--- config.mk ---
export PLATFORM = sky130hd
export DESIGN_NAME = data_cache
export DESIGN_NICKNAME = d
export VERILOG_FILES = /design/src/rtl/cache_pkg.sv /design/src/rtl/cache_line_array.sv /design/src/rtl/data_cache.sv
export SDC_FILE = /design/constraint.sdc
export NUM_CORES = 1
export LEC_CHECK = 0
export CORE_ASPECT_RATIO = 0.6
export CORE_MARGIN = 5
export CORE_UTILIZATION = 40
export CTS_BUF_LIST = sky130_fd_sc_hd__clkbuf_16
export CTS_CLUSTER_SIZE = 30
export DETAILED_ROUTE_END_ITERATION = 10
export MAX_ROUTING_LAYER = met4
export SLEW_MARGIN = 20
export SYNTH_ARGS = -nofsm -noshare
export SYNTH_HDL_FRONTEND = slang
export SYNTH_SLANG_ARGS = --single-unit
--- constraint.sdc ---
create_clock -name clk -period 3.7 [get_ports clk]
set_input_delay 0.37 -clock clk [delete_from_list [all_inputs] [get_ports clk]]
set_output_delay 0.37 -clock clk [all_outputs]
set_load 0.02 [all_outputs]
--- src/rtl/cache_pkg.sv ---
// rtl/cache_pkg.sv - shared defaults and FSM state encoding for the data cache
package cache_pkg;

  localparam int DEF_ADDR_W = 16;
  localparam int DEF_DATA_W = 16;
  localparam int DEF_LINES  = 16;
  localparam int DEF_CNT_W  = 16;

  typedef enum logic [1:0] {
    ST_IDLE    = 2'd0,
    ST_RD_MISS = 2'd1,
    ST_WR_THRU = 2'd2,
    ST_FLUSH   = 2'd3
  } cache_state_t;

endpackage

--- src/rtl/cache_line_array.sv ---
// rtl/cache_line_array.sv - direct-mapped valid/tag/data storage, async read, one write port
module cache_line_array #(
  parameter int LINES  = 16,
  parameter int IDX_W  = 4,
  parameter int TAG_W  = 12,
  parameter int DATA_W = 16
) (
  input  logic              clk,
  input  logic              rst_n,
  input  logic [IDX_W-1:0]  rd_idx,
  output logic              rd_valid,
  output logic [TAG_W-1:0]  rd_tag,
  output logic [DATA_W-1:0] rd_data,
  input  logic              wr_en,
  input  logic [IDX_W-1:0]  wr_idx,
  input  logic [TAG_W-1:0]  wr_tag,
  input  logic [DATA_W-1:0] wr_data,
  input  logic              clr_en,
  input  logic [IDX_W-1:0]  clr_idx
);

  logic [LINES-1:0]  valid_q;
  logic [TAG_W-1:0]  tag_q  [LINES];
  logic [DATA_W-1:0] data_q [LINES];

  always_ff @(posedge clk or negedge rst_n) begin
    if (!rst_n) begin
      valid_q <= '0;
    end else begin
      if (clr_en) valid_q[clr_idx] <= 1'b0;
      if (wr_en)  valid_q[wr_idx]  <= 1'b1;
    end
  end

  // Tag and data carry no reset; the valid bit alone qualifies them.
  always_ff @(posedge clk) begin
    if (wr_en) begin
      tag_q[wr_idx]  <= wr_tag;
      data_q[wr_idx] <= wr_data;
    end
  end

  assign rd_valid = valid_q[rd_idx];
  assign rd_tag   = tag_q[rd_idx];
  assign rd_data  = data_q[rd_idx];

endmodule

--- src/rtl/data_cache.sv ---
// rtl/data_cache.sv - direct-mapped write-through, no-write-allocate data cache
module data_cache
  import cache_pkg::*;
#(
  parameter int ADDR_W = DEF_ADDR_W,
  parameter int DATA_W = DEF_DATA_W,
  parameter int LINES  = DEF_LINES,
  parameter int CNT_W  = DEF_CNT_W
) (
  input  logic              clk,
  input  logic              rst_n,
  input  logic              req,
  input  logic              we,
  input  logic [ADDR_W-1:0] addr,
  input  logic [DATA_W-1:0] wdata,
  output logic [DATA_W-1:0] rdata,
  output logic              ready,
  input  logic              flush,
  output logic              flush_done,
  output logic              m_req,
  output logic              m_we,
  output logic [ADDR_W-1:0] m_addr,
  output logic [DATA_W-1:0] m_wdata,
  input  logic [DATA_W-1:0] m_rdata,
  input  logic              m_ack,
  output logic [CNT_W-1:0]  hit_cnt,
  output logic [CNT_W-1:0]  miss_cnt
);

  localparam int IDX_W = $clog2(LINES);
  localparam int TAG_W = ADDR_W - IDX_W;

  cache_state_t      state;
  logic [IDX_W-1:0]  flush_idx;
  logic              wr_hit;
  logic              lk_valid;
  logic [TAG_W-1:0]  lk_tag;
  logic [DATA_W-1:0] lk_data;
  logic              hit;
  logic              arr_wr_en;
  logic [DATA_W-1:0] arr_wr_data;

  assign hit = lk_valid && (lk_tag == addr[ADDR_W-1:IDX_W]);

  // Fills and write-hit updates land on the m_ack edge, addressed by the held m_addr.
  assign arr_wr_en   = m_ack && ((state == ST_RD_MISS) || (state == ST_WR_THRU && wr_hit));
  assign arr_wr_data = (state == ST_RD_MISS) ? m_rdata : m_wdata;

  cache_line_array #(
    .LINES (LINES),
    .IDX_W (IDX_W),
    .TAG_W (TAG_W),
    .DATA_W(DATA_W)
  ) u_lines (
    .clk     (clk),
    .rst_n   (rst_n),
    .rd_idx  (addr[IDX_W-1:0]),
    .rd_valid(lk_valid),
    .rd_tag  (lk_tag),
    .rd_data (lk_data),
    .wr_en   (arr_wr_en),
    .wr_idx  (m_addr[IDX_W-1:0]),
    .wr_tag  (m_addr[ADDR_W-1:IDX_W]),
    .wr_data (arr_wr_data),
    .clr_en  (state == ST_FLUSH),
    .clr_idx (flush_idx)
  );

  always_ff @(posedge clk or negedge rst_n) begin
    if (!rst_n) begin
      state      <= ST_IDLE;
      flush_idx  <= '0;
      wr_hit     <= 1'b0;
      ready      <= 1'b0;
      flush_done <= 1'b0;
      rdata      <= '0;
      m_req      <= 1'b0;
      m_we       <= 1'b0;
      m_addr     <= '0;
      m_wdata    <= '0;
      hit_cnt    <= '0;
      miss_cnt   <= '0;
    end else begin
      ready      <= 1'b0;
      flush_done <= 1'b0;
      case (state)
        ST_IDLE: begin
          if (flush) begin
            state     <= ST_FLUSH;
            flush_idx <= '0;
          end else if (req && !ready) begin
            // Counters saturate at all-ones rather than wrapping.
            if (hit) begin
              if (~&hit_cnt) hit_cnt <= hit_cnt + 1'b1;
            end else begin
              if (~&miss_cnt) miss_cnt <= miss_cnt + 1'b1;
            end
            if (we) begin
              state   <= ST_WR_THRU;
              m_req   <= 1'b1;
              m_we    <= 1'b1;
              m_addr  <= addr;
              m_wdata <= wdata;
              wr_hit  <= hit;
            end else if (hit) begin
              ready <= 1'b1;
              rdata <= lk_data;
            end else begin
              state  <= ST_RD_MISS;
              m_req  <= 1'b1;
              m_we   <= 1'b0;
              m_addr <= addr;
            end
          end
        end
        ST_RD_MISS: begin
          if (m_ack) begin
            state <= ST_IDLE;
            m_req <= 1'b0;
            ready <= 1'b1;
            rdata <= m_rdata;
          end
        end
        ST_WR_THRU: begin
          if (m_ack) begin
            state <= ST_IDLE;
            m_req <= 1'b0;
            m_we  <= 1'b0;
            ready <= 1'b1;
          end
        end
        ST_FLUSH: begin
          if (flush_idx == IDX_W'(LINES - 1)) begin
            state      <= ST_IDLE;
            flush_done <= 1'b1;
          end else begin
            flush_idx <= flush_idx + 1'b1;
          end
        end
        default: state <= ST_IDLE;
      endcase
    end
  end

endmodule

== Word level (Yosys, flattened, before mapping) ==
Memory sizes are Yosys's and may differ from the RTL's.
Index checks and enable logic that the tools add are counted.
W data, S select, Z words.

* Register bits after elaboration: 107
* Bits in writable memories: 448
* Output and inout port bits: 84
* Memories kept: 2

{| class="wikitable"
|+ Memory list
! memory !! words !! bits a word !! rd ports !! clocked after Yosys merged registers in !! wr ports !! line !! source
|-
| u_lines.data_q || 16 || 16 || 1 || 0 || 1 || cache_line_array.sv:24 || <nowiki>logic [DATA_W-1:0] data_q [LINES];</nowiki>
|-
| u_lines.tag_q || 16 || 12 || 1 || 0 || 1 || cache_line_array.sv:23 || <nowiki>logic [TAG_W-1:0] tag_q [LINES];</nowiki>
|}

* $add $sub $neg: 3
* $lt $le $gt $ge: 5
* Equal/unequal tests: 19
* Muxes and demuxes: 48
* Bitwise gates (word level): 7
* Reductions and logical operators: 25

{| class="wikitable"
|+ Operators with widths
! kind !! count
|-
| $mux W16 || 10
|-
| $add A16 B1 Y16 const B || 2
|-
| $pmux W16 S2 || 1
|-
| $reduce_and A16 Y1 || 2
|-
| $mux W1 || 21
|-
| $ne A2 B2 Y1 const B || 10
|-
| $reduce_and A5 Y1 || 4
|-
| $and A16 B16 Y16 || 1
|-
| $not A16 Y16 || 1
|-
| $or A16 B16 Y16 || 1
|-
| $lt A4 B5 Y1 const B || 3
|-
| $eq A12 B12 Y1 || 1
|-
| $mux W2 || 6
|-
| $reduce_and A4 Y1 || 3
|-
| $demux W1 S4 || 2
|-
| $ge A4 B1 Y1 const B || 2
|-
| $mux W4 || 2
|-
| $pmux W4 S2 || 1
|-
| $reduce_bool A2 Y1 || 4
|-
| $logic_and A1 B1 Y1 || 6
|-
| $ne A3 B3 Y1 const B || 2
|-
| $pmux W1 S2 || 3
|-
| $pmux W2 S3 || 1
|-
| $reduce_and A6 Y1 || 1
|-
| other kinds (13) || 17
|}

== Logic depth before layout (Yosys ltp) ==
Gate-level depths: netlist of run 1.

* Word-level depth: 9
* Gate-level depth with buffers: 14
* Gate-level depth less buffers: 8

== Cells and area by module ==
A second synthesis of run 1 with hierarchy kept.

* Cell total of the unflattened synthesis: 1,272
* Area, all modules: 22,721.8 um^2

{| class="wikitable"
|+ By module, submodules not included
! module !! times used !! cells each !! area an instance (um^2)
|-
| cache_line_array || 1 || 776 || 17,610.6
|-
| data_cache || 1 || 496 || 5,111.2
|}

== Worst setup path before layout of run 1 ==
Ideal clock, no wire load.

* Kind: register to register
* Start point: register state[1]
* End point: memory u_lines.data_q[4][0] (enable)
* Setup time: 0.449 ns
* Arrival: 3.159 ns
* Setup slack: 0.091 ns
* Cell stages (with the launch flop): 8
* Cell sequence: dfrtp_1 inv_1 ha_1 clkbuf_1 a21oi_1 nor3_1 nand2_1 nor3_1

* Cells in the longest elaborated chain, start to end: 6
* Elaborated cells on any way between the ends: 7
* Those cells by class: eq/ne: 2; mux: 2; reduce/logical: 3

{| class="wikitable"
|+ Ends and longest elaborated chain
! what !! line !! source
|-
| from (decl) || data_cache.sv:33 || <nowiki>cache_state_t state;</nowiki>
|-
| from (signal assigned) || data_cache.sv:71 || <nowiki>state <= ST_IDLE;</nowiki>
|-
| from (signal assigned) || data_cache.sv:89 || <nowiki>state <= ST_FLUSH;</nowiki>
|-
| from (signal assigned) || data_cache.sv:99 || <nowiki>state <= ST_WR_THRU;</nowiki>
|-
| $eq A2 B2 Y1 || data_cache.sv:46 || <nowiki>assign arr_wr_en = m_ack && ((state == ST_RD_MISS) || (state == ST_WR_THRU && wr_hit));</nowiki>
|-
| $logic_and A1 B1 Y1 || data_cache.sv:46 ||
|-
| $logic_or A1 B1 Y1 (*) || data_cache.sv:46 ||
|-
| $logic_and A1 B1 Y1 (*) || data_cache.sv:46 ||
|-
| $mux W1 (*) || cache_line_array.sv:37 || <nowiki>if (wr_en) begin</nowiki>
|-
| $mux W1 (implied by the code) (*) || cache_line_array.sv:39 || <nowiki>data_q[wr_idx] <= wr_data;</nowiki>
|-
| to (decl) || cache_line_array.sv:24 ||
|}

Mark *: on every way between the ends. The rest lies on a longest branch, timed or not.

== Worst setup path in the final report of run 1 ==
* Start point: input addr[3]
* End point: register miss_cnt[7]

* Cells in the longest elaborated chain, start to end: 5
* Elaborated cells on any way between the ends: 7
* Those cells by class: eq/ne: 1; mux: 2; bitwise: 1; reduce/logical: 2; memory: 1

{| class="wikitable"
|+ Ends and longest elaborated chain
! what !! line !! source
|-
| from (decl) || data_cache.sv:14 || <nowiki>input logic [ADDR_W-1:0] addr,</nowiki>
|-
| $mem_v2 Z16 W12 or $bmux W1 S4 (tied branches) || - ||
|-
| $eq A12 B12 Y1 or $mux W1 (tied branches) || data_cache.sv:43, cache_line_array.sv:43 ||
|-
| $logic_and A1 B1 Y1 (*) || data_cache.sv:43 || <nowiki>assign hit = lk_valid && (lk_tag == addr[ADDR_W-1:IDX_W]);</nowiki>
|-
| $not A1 Y1 (no source line) (*) || - ||
|-
| $reduce_and A5 Y1 (no source line) (*) || - ||
|-
| to (signal assigned) || data_cache.sv:96 || <nowiki>if (~&miss_cnt) miss_cnt <= miss_cnt + 1'b1;</nowiki>
|-
| to (decl) || data_cache.sv:27 || <nowiki>output logic [CNT_W-1:0] miss_cnt</nowiki>
|}

Mark *: on every way between the ends. The rest lies on a longest branch, timed or not. The select of a mux whose other input is x is not followed.
A chain may end at the register's enable or synchronous reset.

==> metrics, run 1 <==
vias in the first global route=12800; top_reg_cell synth=edfxtp_1; Non-Filler Instances=2294; status=complete, no violations; Post-Syn Area per Cell=18.1 sq um; Vias=12700; Synth async-reset ratio=0.193; fin nets=1546; Pleak=9.42 nW; Fin. Hold Viols=0; max-cap violations=0; CP Max Fanout=22; CORE AREA=57300 sq um; max layer used=met4; Post-Route WL=58.2 mm; global placer's final weighted congestion=0.821; synthesized instance count=1274; htree depth=2; port buffer count=137; post-synth design cell area=23000 sq um; die footprint=62700 sq um; VDD IR max=0.000410 V; Synth Warn #=0; CP max stage delay=0.55 ns; largest net degree at the start of global routing=51; Worst setup SP type=input pin; f_max=307 MHz; mean routed wirelength per cell=25.4 microns; worst slew pin tran=0.846 ns; clk buf depth=3; CP arrival=3.70 ns; Slew Limit Fails=0; vias per cell=5.54; fraction of layout cells with a size suffix above 1=0.245; PD cells=633 nW/um^2; Metal-1 WL=27.6 mm; first-pass GRT wire length=87.2 mm; CP max stage cell=clkdlybuf4s50_1; Worst EP required=4.15 ns; DRT antenna net count=0; # fillers=4778; part of the Yosys area used for sequential elements=0.700; Placed Cells=2198; worst min-delay path class=in2async; Largest delay share family, worst path=buffers and inverters; register bit total from synthesis=555; EDFF count, synth=448; Detailed Route Iter0 Violations=1312; antenna violations before repair=0; DPL Wire Length=36.5 mm; # diodes=0; WP buf/inv=5; Syn Nets=1338; Setup violations, final=0; Setup Fix Bufs, Post-CTS=0; clk slew on worst S/H paths=0.06 ns; skew final=0.0238 ns; Crit. End Element=flop; worst rel slew slack=0.436; DRC=0; cts bufs inserted=51; fin crit period=3.26 ns; Initial Utilization=0.402; GRT Util Overall=0.189; Root Driver=clkbuf_16; # hold bufs at CTS=1; Layout area overhead=19.8%; total power=17.5 mW; met3 routed WL=3.00 mm; clk_lat worst skew=0.59 ns; final hold slack=0.364 ns; IO Pins=138; distinct cell type count after synthesis=68; fin crit share=0.880; Rows=68; DRT Pass-1 Iters=6; met2 wire len=26.7 mm; commonest non-fill, non-tap cells in the layout=edfxtp_1, clkdlybuf4s50_1, mux4_2; RSZ-0062 raised after global routing=false; cts repair resizes=0; CTS sink count=555; DIE WIDTH=320 microns; die height=196 microns; grt ovf=0; crit path cell chain=clkdlybuf4s50_1 > buf_12 > nor2b_1 > a221oi_1 > buf_4 > mux2_2 > a2111oi_0 > and4_2 > buf_12 > buf_4 > nor4b_2 > xor2_1; WS Path Type=in2reg; most common cell after layout, fill and taps aside=edfxtp_1; CTS tree=yes
==> final timing paths <==
check | startpoint | to | slack, ns | depth (start not counted)
worst max-delay path | addr[3] | miss_cnt[7]$_DFFE_PN0P_ | 0.44 | 12
worst min-delay path | rst_n | u_lines.valid_q[0]$_DFF_PN0_ | 0.36 | 2
worst max register to register | u_lines.tag_q[5][3]$_DFFE_PP_ | miss_cnt[7]$_DFFE_PN0P_ | 0.54 | 10
worst min register to register | miss_cnt[9]$_DFFE_PN0P_ | miss_cnt[9]$_DFFE_PN0P_ | 0.49 | 1
max in group asynchronous | rst_n | rdata[1]$_DFFE_PN0P_ | 2.36 | 3
min in group clk | wdata[2] | m_wdata[2]$_DFFE_PN0P_ | 0.40 | 2
==> synth_stat cells (9+ instances only) <==
| master | count | share of area |
|---|---|---|
| nand4_1 | 10 | 0.0027 |
| clkbuf_1 | 30 | 0.0049 |
| a21oi_1 | 38 | 0.0083 |
| buf_2 | 14 | 0.0030 |
| xnor2_1 | 22 | 0.0084 |
| nand2b_1 | 14 | 0.0038 |
| mux2_2 | 48 | 0.023 |
| nand2_1 | 34 | 0.0055 |
| nor2_1 | 61 | 0.0099 |
| dfrtp_1 | 107 | 0.12 |
| nor3_1 | 23 | 0.0050 |
| inv_1 | 13 | 0.0021 |
| ha_1 | 10 | 0.0054 |
| mux4_2 | 112 | 0.11 |
| edfxtp_1 | 448 | 0.58 |
| nand3_1 | 20 | 0.0043 |
| o221ai_1 | 16 | 0.0061 |
| mux2i_1 | 30 | 0.013 |
| mux2_4 | 12 | 0.0078 |
| buf_6 | 9 | 0.0044 |
| o22a_1 | 17 | 0.0065 |
| o21ai_0 | 39 | 0.0085 |
| xor2_1 | 17 | 0.0065 |
==> registers in the layout, indices dropped and copies added, names as in the netlist <==
| name | flops |
|---|---|
| u_lines.valid_q | 16 |
| hit_cnt | 16 |
| flush_done | 1 |
| state | 2 |
| m_wdata | 16 |
| u_lines.data_q | 256 |
| flush_idx | 4 |
| miss_cnt | 16 |
| ready | 1 |
| rdata | 16 |
| u_lines.tag_q | 192 |
| m_addr | 16 |
| m_req | 1 |
| m_we | 1 |
| wr_hit | 1 |
==> per-layer routing <==
metal	track usage	vias up
met5	-	-
met4	0.0289	0
met3	0.0277	72
met2	0.282	376
met1	0.284	6714
li1	-	5543
==> power breakdown <==
group	leakage (nW)	internal (mW)	switching [mW]	total, mW
registers	5.36	8.13	0.642	8.77
logic	3.20	1.51	2.08	3.59
clock network	0.857	2.78	2.32	5.10
total	9.42	12.4	5.04	17.5
==> kinds of logic (layout without fill, tap and decap cells) <==
group,after synthesis,after routing,share of synthesized area
buffers and inverters,86,336,0.0207
muxes,208,208,0.161
xor gates and xnor gates,39,39,0.0148
AOI/OAI and AO/OA,161,161,0.0478
adders and majority gates,10,10,0.00543
and+or+nand+nor,215,215,0.0506
DFF,555,555,0.700
==> per-stage QoR <==
| step | TNS, ns | util | worst slack (ns) | cell area [sq um] |
|---|---|---|---|---|
| 4_1_cts | 0 | 0.482 | 0.473 | 27600 |
| 3_5_place_dp | -2.38 | 0.454 | -0.127 | 26000 |
| 6_report | 0 | 0.482 | 0.443 | 27600 |
| 5_1_grt | 0 | 0.482 | 0.385 | 27600 |
| 3_3_place_gp | 0 | 0.454 | 0.0414 | 26000 |
| 2_1_floorplan | 0 | - | 0.0914 | 23000 |
==> area by class of cell <==
| class | count | area (sq um) | area share |
|---|---|---|---|
| Clock buffer | 51 | 1280 | 0.0462 |
| Timing Repair Buffer | 227 | 2320 | 0.0840 |
| Sequential cell | 555 | 16100 | 0.584 |
| Inverter | 14 | 52.6 | 0.00190 |
| Multi-Input combinational cell | 633 | 6550 | 0.237 |
| Clock inverter | 44 | 303 | 0.0110 |
| Tap cell | 770 | 963 | 0.0349 |
(Power assumes the default switching activity.)
==> run 2: changes to the inputs <==
--- a/config.mk
+++ b/config.mk
@@ -12,6 +12,7 @@
 export CTS_CLUSTER_SIZE = 30
 export DETAILED_ROUTE_END_ITERATION = 10
 export MAX_ROUTING_LAYER = met4
+export SETUP_SLACK_MARGIN = 0.4
 export SLEW_MARGIN = 20
 export SYNTH_ARGS = -nofsm -noshare
 export SYNTH_HDL_FRONTEND = slang
==> metrics, run 2 (synthesis results as in run 1) <==
status=complete, no violations (unchanged); cts bufs inserted=52 (was 51); port buffer count=137 (unchanged); VDD IR max=0.000379 V (was 0.000410 V); most common cell after layout, fill and taps aside=edfxtp_1 (unchanged); clk buf depth=3 (unchanged); CP Max Fanout=35 (was 22); grt ovf=0 (unchanged); P_int=12.5 mW (was 12.4 mW); f_max=325 MHz (was 307 MHz); RSZ-0062 raised after global routing=false (unchanged); Largest register FFs=256 (unchanged); Fin. Hold Viols=0 (unchanged); fin crit share=0.832 (was 0.880); final worst slack=0.623 ns (was 0.443 ns); Placed Cells=2163 (was 2198); PD cells=642 nW/um^2 (was 633 nW/um^2); mean routed wirelength per cell=24.7 microns (was 25.4 microns); IO Pins=138 (unchanged); Sequential Power Share=0.502 (about the same); final core occ=0.477 (was 0.482); fin nets=1512 (was 1546); fin crit period=3.08 ns (was 3.26 ns); crit path cell chain=mux4_1 > a22o_1 > a221oi_1 > xnor2_1 > a2111oi_2 > and4_4 > buf_12 > nand3_4 > mux2_4 (was clkdlybuf4s50_1 > buf_12 > nor2b_1 > a221oi_1 > buf_4 > mux2_2 > a2111oi_0 > and4_2 > buf_12 > buf_4 > nor4b_2 > xor2_1); fraction of layout cells with a size suffix above 1=0.234 (was 0.245); first-pass GRT wire length=84.2 mm (was 87.2 mm); largest net degree at the start of global routing=62 (was 51); die height=196 microns (unchanged); CP max stage delay=0.52 ns (was 0.55 ns); Rows=68 (unchanged); max-cap violations=0 (unchanged); # diodes=0 (unchanged); CORE AREA=57300 sq um (unchanged); commonest non-fill, non-tap cells in the layout=edfxtp_1, clkdlybuf4s50_1, mux4_2 (unchanged); htree depth=2 (unchanged); Biggest register=u_lines.data_q (unchanged); top flop regs=u_lines.data_q x256, u_lines.tag_q x192 (unchanged); clk_lat worst skew=0.59 ns (about the same); Crit. End Element=flop (unchanged); DRT Pass-1 Iters=5 (was 6); die footprint=62700 sq um (unchanged); Pleak=9.23 nW (was 9.42 nW); worst slew pin tran=0.823 ns (was 0.846 ns); Layout area overhead=18.6% (was 19.8%); CTS sink count=555 (unchanged); global placer's final weighted congestion=0.796 (was 0.821); dpl ws=0.174 ns (was -0.127 ns); CP arrival=3.54 ns (was 3.70 ns); Detailed Route Iter0 Violations=1230 (was 1312); clock power share=0.300 (was 0.292); Post-Route WL=55.9 mm (was 58.2 mm); GRT Util Overall=0.181 (was 0.189); WS Path Type=reg2reg (was in2reg); post-route design area=27300 sq um (was 27600 sq um); vias per cell=5.57 (was 5.54); DPL Wire Length=33.1 mm (was 36.5 mm); Setup violations, final=0 (unchanged); switch share=0.286 (was 0.289); DIE WIDTH=320 microns (unchanged); Setup TNS Final=0 ns (unchanged); Sw Pwr=5.02 mW (was 5.04 mW); Root Driver=clkbuf_16 (unchanged); Non-Filler Instances=2260 (was 2294); vias in the first global route=12700 (was 12800); antenna violations before repair=0 (unchanged); CTS tree=yes (unchanged); DRT antenna net count=0 (unchanged); Slew Limit Fails=0 (unchanged); Worst setup SP type=flop (was input pin); DRC=0 (unchanged); Initial Utilization=0.402 (unchanged); Gate power share=0.198 (was 0.205); Worst EP required=4.17 ns (was 4.15 ns); CP max stage cell=mux4_1 (was clkdlybuf4s50_1); worst min-delay path class=in2reg (was in2async); clk slew on worst S/H paths=0.07 ns (was 0.06 ns); skew final=0.0277 ns (was 0.0238 ns); DP Area=25600 sq um (was 26000 sq um); Vias=12600 (was 12700); worst rel slew slack=0.451 (was 0.436)
[run 2: changes by cell type in the layout (fill, tap and decap cells not counted), sizes merged]
cell,delta
clkinv,+9
clkdlybuf4s50,-1
buf,-34
bufinv,+1
inv,-11
clkbuf,+2
[run 2: metal layers]
| metal | vias up | part of all wire | GRT usage |
|---|---|---|---|
| met5 | - | 0 | - |
| met4 | 0 | 0.015 | 0.0305 |
| met3 | 69 | 0.057 | 0.0299 |
| met2 | 375 | 0.46 | 0.273 |
| met1 | 6656 | 0.47 | 0.267 |
| li1 | 5487 | - | - |
[run 2: layout make-up]
type / instances / area (sq um)
Clock buffer: 53 / 1330
Clock inverter: 43 / 330
Fill cell: 4774 / 29900
Inverter: 14 / 52.6
Multi-Input combinational cell: 633 / 6590
Sequential cell: 555 / 16100
Tap cell: 770 / 963
Timing Repair Buffer: 192 / 1940
[run 2: critical path: cells and delay by family, from the launching register on]
family / cells / cell delay [ns]
and+or+nand+nor: 2 / 0.44
xor gates and xnor gates: 1 / 0.18
DFF: 1 / 0.37
buffers and inverters: 1 / 0.22
muxes: 2 / 0.85
AOI/OAI and AO/OA: 3 / 0.89
[run 2: metrics by stage]
step	power (mW)	hold slack, ns
after floorplan	10.8	0.0744
after global placement	12.3	0.468
after detailed placement	12.5	0.474
after CTS	17.7	0.299
after global routing	18.3	0.322
final	17.6	0.329
[run 2: path summary, 6_finish.rpt]
| kind | start | endpoint | slack, ns | cells after the start |
|---|---|---|---|---|
| worst max-delay path | u_lines.tag_q[5][3]$_DFFE_PP_ | hit_cnt[1]$_DFFE_PN0P_ | 0.62 | 9 |
| worst min-delay path | addr[0] | m_addr[0]$_DFFE_PN0P_ | 0.33 | 2 |
| worst max register to register | u_lines.tag_q[5][3]$_DFFE_PP_ | hit_cnt[1]$_DFFE_PN0P_ | 0.62 | 9 |
| worst min register to register | miss_cnt[7]$_DFFE_PN0P_ | miss_cnt[7]$_DFFE_PN0P_ | 0.49 | 1 |
| max in group asynchronous | rst_n | m_wdata[14]$_DFFE_PN0P_ | 2.51 | 3 |
| min in group asynchronous | rst_n | m_addr[8]$_DFFE_PN0P_ | 0.38 | 2 |
[run 2: power groups by stage]
| stage | logic [mW] | clock network (mW) | registers, mW |
|---|---|---|---|
| finish | 3.47 | 5.27 | 8.81 |
| global route | 3.74 | 5.65 | 8.90 |
| CTS | 3.52 | 5.38 | 8.81 |
| detailed placement | 3.52 | 0 | 8.94 |
| global placement | 3.43 | 0 | 8.90 |
| floorplan | 1.74 | 0 | 9.01 |
[run 2: repair_timing]
item / 4_1_cts / 5_1_grt
hold buffers: 1 / 0
setup endpoints to repair: 0 / 20
setup buffers: 0 / 0
hold endpoints to repair: 46 / 0
gates resized for setup: 0 / 4
